<file path="config.mk">
export PLATFORM = sky130hd
export DESIGN_NAME = gray_counter_ctrl_flat
export DESIGN_NICKNAME = d
export VERILOG_FILES = /design/src/rtl/gray_counter_ctrl_if.sv /design/src/rtl/gray_counter_ctrl.sv /design/src/flat_wrapper.sv
export SDC_FILE = /design/constraint.sdc
export NUM_CORES = 1
export LEC_CHECK = 0
export ABC_CLOCK_PERIOD_IN_PS = 3100
export CAP_MARGIN = 20
export CORE_AREA = 2 2 89 91
export CTS_CLUSTER_DIAMETER = 80
export DETAILED_ROUTE_END_ITERATION = 7
export DIE_AREA = 0 0 91 93
export PLACE_DENSITY = 0.57
export SYNTH_ARGS = -nofsm -noshare
export SYNTH_HDL_FRONTEND = slang
export SYNTH_SLANG_ARGS = --single-unit
</file>
<file path="constraint.sdc">
create_clock -name clk -period 3.1 [get_ports clk]
set_input_delay 0.62 -clock clk [delete_from_list [all_inputs] [get_ports clk]]
set_output_delay 0.62 -clock clk [all_outputs]
set_load 0.03 [all_outputs]
</file>
<file path="src/rtl/gray_counter_ctrl_if.sv">
// Control/LED bundle for the Gray counter controller.
// The master drives the controls; the slave drives leds/tick/wrap.
interface gray_counter_ctrl_if #(
  parameter int N = 4
);
  logic         en;
  logic         dir;
  logic         mode;
  logic [1:0]   speed;
  logic         clr;
  logic [N-1:0] leds;
  logic         tick;
  logic         wrap;

  modport master (
    output en, dir, mode, speed, clr,
    input  leds, tick, wrap
  );

  modport slave (
    input  en, dir, mode, speed, clr,
    output leds, tick, wrap
  );
endinterface

</file>
<file path="src/rtl/gray_counter_ctrl.sv">
// Programmable-rate up/down counter with Gray or binary LED output.
// The prescaler fires a step every div cycles; leds/tick/wrap update on that edge.
module gray_counter_ctrl #(
  parameter int N        = 4,
  parameter int DISTANCE = 100000000
) (
  input  logic            clk,
  input  logic            rst,
  gray_counter_ctrl_if.slave bus
);

  localparam int          CW   = $clog2(DISTANCE + 1);
  localparam logic [31:0] DIST = 32'(DISTANCE);

  logic [CW-1:0] cnt_q, cnt_d;
  logic [N-1:0]  bin_q, bin_d;
  logic [N-1:0]  leds_q, leds_d;
  logic          tick_q, tick_d;
  logic          wrap_q, wrap_d;

  logic [31:0]   div;
  logic [CW-1:0] lim;
  logic          step;
  logic          roll;

  // A shift that underflows to zero still needs a 1-cycle period.
  always_comb begin
    div = DIST >> bus.speed;
    if (div == 32'd0) begin
      div = 32'd1;
    end
    lim = CW'(div - 32'd1);
  end

  // >= lets a shrinking divisor fire on the next edge.
  always_comb begin
    cnt_d = cnt_q;
    step  = 1'b0;
    if (bus.clr) begin
      cnt_d = '0;
    end else if (!bus.en) begin
      cnt_d = cnt_q;
    end else if (cnt_q >= lim) begin
      cnt_d = '0;
      step  = 1'b1;
    end else begin
      cnt_d = cnt_q + CW'(1);
    end
  end

  always_comb begin
    roll  = bus.dir ? (bin_q == '1) : (bin_q == '0);
    bin_d = bin_q;
    if (step) begin
      bin_d = bus.dir ? bin_q + N'(1)
                      : bin_q - N'(1);
    end
    if (bus.clr) begin
      bin_d = '0;
    end
    leds_d = bus.mode ? (bin_d ^ (bin_d >> 1))
                      : bin_d;
    tick_d = step;
    wrap_d = step & roll;
  end

  always_ff @(posedge clk or posedge rst) begin
    if (rst) begin
      cnt_q  <= '0;
      bin_q  <= '0;
      leds_q <= '0;
      tick_q <= 1'b0;
      wrap_q <= 1'b0;
    end else begin
      cnt_q  <= cnt_d;
      bin_q  <= bin_d;
      leds_q <= leds_d;
      tick_q <= tick_d;
      wrap_q <= wrap_d;
    end
  end

  assign bus.leds = leds_q;
  assign bus.tick = tick_q;
  assign bus.wrap = wrap_q;

endmodule

</file>
<file path="src/flat_wrapper.sv">
// flat-port wrapper written by rule: the top's interface ports become plain ports
module gray_counter_ctrl_flat 
#(
  parameter int N        = 4,
  parameter int DISTANCE = 100000000
)
  (clk, rst, bus_en, bus_dir, bus_mode, bus_speed, bus_clr, bus_leds, bus_tick, bus_wrap);
  gray_counter_ctrl_if #(.N(N)) bus_i ();
  input  logic clk;
  input  logic rst;
  input wire logic [$bits(bus_i.en)-1:0] bus_en;
  input wire logic [$bits(bus_i.dir)-1:0] bus_dir;
  input wire logic [$bits(bus_i.mode)-1:0] bus_mode;
  input wire logic [$bits(bus_i.speed)-1:0] bus_speed;
  input wire logic [$bits(bus_i.clr)-1:0] bus_clr;
  output wire logic [$bits(bus_i.leds)-1:0] bus_leds;
  output wire logic [$bits(bus_i.tick)-1:0] bus_tick;
  output wire logic [$bits(bus_i.wrap)-1:0] bus_wrap;
  assign bus_i.en = bus_en;
  assign bus_i.dir = bus_dir;
  assign bus_i.mode = bus_mode;
  assign bus_i.speed = bus_speed;
  assign bus_i.clr = bus_clr;
  assign bus_leds = bus_i.leds;
  assign bus_tick = bus_i.tick;
  assign bus_wrap = bus_i.wrap;
  gray_counter_ctrl #(.N(N), .DISTANCE(DISTANCE)) u_core (.clk(clk), .rst(rst), .bus(bus_i));
endmodule
</file>
==> metrics <==
outcome=complete, no violations; Placer Congestion=0.922; max-cap viol count=0; vias per cell=5.64; worst setup path end=u_core.bus.leds[0]; Post-synth top cells=dfrtp_1 (36), nor2_1 (29), o21ai_0 (29); # clock sinks=36; Num CTS Buffers=5; Initial Util=0.386; n_diodes=0; drt pass-1 iters=4; most area-consuming cells after synthesis=dfrtp_1 (31%), ha_1 (9.9%), o21ai_0 (5.0%); synthesized area=0.00290 sq mm; Worst EP arrival=3110 ps; maximum vdd drop=0.000159 V; # setup viols final=0; Placed Instance Area=0.00336 sq mm; Layout area overhead=23.6%; global route total overflow=0; area fraction of the dominant cell type after synthesis=0.310; Storage cell area=901 sq um; FF-to-FF setup slack=490 ps; vias in the first global route=2822; Crit. End Element=register; Design Area, Final=0.00359 sq mm; #FFs+latches synth=36; pwr/cell area=288 mW/mm^2; Max Slew Vio Count=0; P_leak=1.54 nW; cell taking the most area after synthesis=dfrtp_1; Die Span Y=93 um; Clk Latency, worst-skew pair=300 ps; CP required=3300 ps; fill count=777; clock slew at reported path FFs=80 ps; post-route ant nets=0; Top FF cell, synth=dfrtp_1; ys async rst share=1.00; worst r2r src=u_core.cnt_q[20]; RR Endpoint=u_core.cnt_q[4]; Final Skew=7.39 ps; CTS Root Buffer Type=clkbuf_8; cell with the most instances after synthesis=dfrtp_1; FP Rows=32; number of buffers added on ports=13; GRT Total Usage=0.198; CTS tree=done; type of the worst min-delay path=reg -> reg; EDFF count, synth=0; Vias=2786; Syn. warnings=0; post-synthesis cell type count=58; die area=0.00846 sq mm; post-layout total power=1.03 mW; initial antenna violation count=0; Post-Syn Instances=351; share of cells above drive strength 1=0.179; fmax=343 MHz; DRT iter0 DRCs=130; Hold Fails Final Rpt=0; Crit. Startpoint=bus_speed[1]; Max Fanout on Critical Path=4; Reg2Reg Depth=10; fin cells=494; Tcrit/Tclk final=0.939; core box area=0.00753 sq mm; global-route wire length before repair=13.6 mm; Synth Area per Inst=8.27 sq um; max_slew headroom=0.628; placed cell count=484; Post-route DRC=0; crit path launch type=primary input; RSZ-0062 raised after global routing=no; clk buf depth=2; actual slew at the worst max-slew pin=552 ps; min Tclk post-route=2910 ps; Final Util=0.477; H-tree Lvls=2; final wirelength=7.87 mm; WHS=567 ps; pin count of the biggest net entering global routing=37; I/O Pins=14; Post-DP HPWL=5.82 mm; multi-input logic area=0.00196 sq mm; critical path class=in -> reg; Final nets=423; Die X=91 um; Seq/Total Area, Yosys=0.310; Avg WL per Cell=15.9 um
==> placed cells by master, fill, tap and decap left out, types with 5 or more instances in the layout <==
| master | count |
|---|---|
| nand2_1 | 26 |
| ha_1 | 20 |
| clkbuf_8 | 5 |
| a21oi_1 | 18 |
| clkdlybuf4s50_1 | 10 |
| inv_1 | 14 |
| xor2_1 | 5 |
| nor4b_1 | 5 |
| nor3b_1 | 7 |
| nor4_1 | 14 |
| o21ai_0 | 27 |
| dfrtp_1 | 36 |
| nor2_1 | 28 |
| nand4_1 | 7 |
| and3_1 | 9 |
| nand3_1 | 13 |
| nand3b_1 | 8 |
| nor3_1 | 10 |
| buf_4 | 34 |
==> through the flow <==
step                setup TNS [ps]  setup slack, ps
floorplan                        0              116
global placement            -16880             -587
detailed placement          -17860             -612
CTS                              0              138
global route                     0             17.6
finish                           0              188
==> critical path, cell delays in order <==
cell and delay (ps):
dlygate4sd2_1 250, inv_1 70, buf_4 140, nor2_2 60
ha_1 320, nand4_1 210, buf_4 210, or4_4 530
and3_4 170, or4b_1 450, o311ai_1 80
==> routing by layer <==
| layer | vias up | track usage | routed length, um |
|---|---|---|---|
| met5 | - | 0 | 0 |
| met4 | 0 | 0.0480 | 81 |
| met2 | 45 | 0.328 | 3670 |
| met3 | 9 | 0.0258 | 255 |
| met1 | 1345 | 0.275 | 3860 |
| li1 | 1387 | - | - |
==> worst min path at each step <==
| stage | start | end | cells after the start |
|---|---|---|---|
| final | u_core.cnt_q[1] | u_core.cnt_q[1] | 2 |
| after global routing | u_core.cnt_q[1] | u_core.cnt_q[1] | 2 |
| after CTS | u_core.cnt_q[1] | u_core.cnt_q[1] | 2 |
| after detailed placement | u_core.cnt_q[1] | u_core.cnt_q[1] | 2 |
| after global placement | u_core.cnt_q[1] | u_core.cnt_q[1] | 2 |
| after floorplan | u_core.cnt_q[1] | u_core.cnt_q[1] | 2 |
==> report_power, final <==
| part | leakage [nW] | internal, mW | switching [mW] |
|---|---|---|---|
| sequential | 0.502 | 0.471 | 0.00215 |
| combinational | 0.983 | 0.0464 | 0.0729 |
| clock | 0.0541 | 0.238 | 0.202 |
==> cell type report <==
class | count | share of cell area
Timing Repair Buffer | 51 | 0.119
Tap cell | 102 | 0.0356
Multi-Input combinational cell | 282 | 0.547
Clock inverter | 3 | 0.0119
Sequential cell | 36 | 0.251
Inverter | 15 | 0.0157
Clock buffer | 5 | 0.0192
==> sequential cells by signal, indices dropped and copies added, names as in the netlist <==
| name | count |
|---|---|
| u_core.bus.tick | 1 |
| u_core.bin_q | 4 |
| u_core.bus.wrap | 1 |
| u_core.bus.leds | 3 |
| u_core.cnt_q | 27 |
==> cells by family (layout without fill, tap and decap cells) <==
| family | count (synthesis) | in the layout | synth area share |
|---|---|---|---|
| adder cells (fa/ha/maj) | 24 | 24 | 0.106 |
| other | 2 | 3 | 0.00259 |
| multiplexers | 3 | 3 | 0.0108 |
| AND/OR/NAND/NOR | 161 | 161 | 0.313 |
| flip-flops | 36 | 36 | 0.310 |
| buffers and inverters | 34 | 74 | 0.0491 |
| XOR/XNOR | 10 | 10 | 0.0328 |
| AO/OA/AOI/OAI | 81 | 81 | 0.175 |
==> what timing repair did <==
action,CTS,global route
hold buffers,0,0
gates cloned,0,0
setup buffers,2,0
gates resized for setup,20,5
setup endpoints to repair,35,19
pin swaps,10,0
Note: power is estimated with default switching activity, not from simulation.
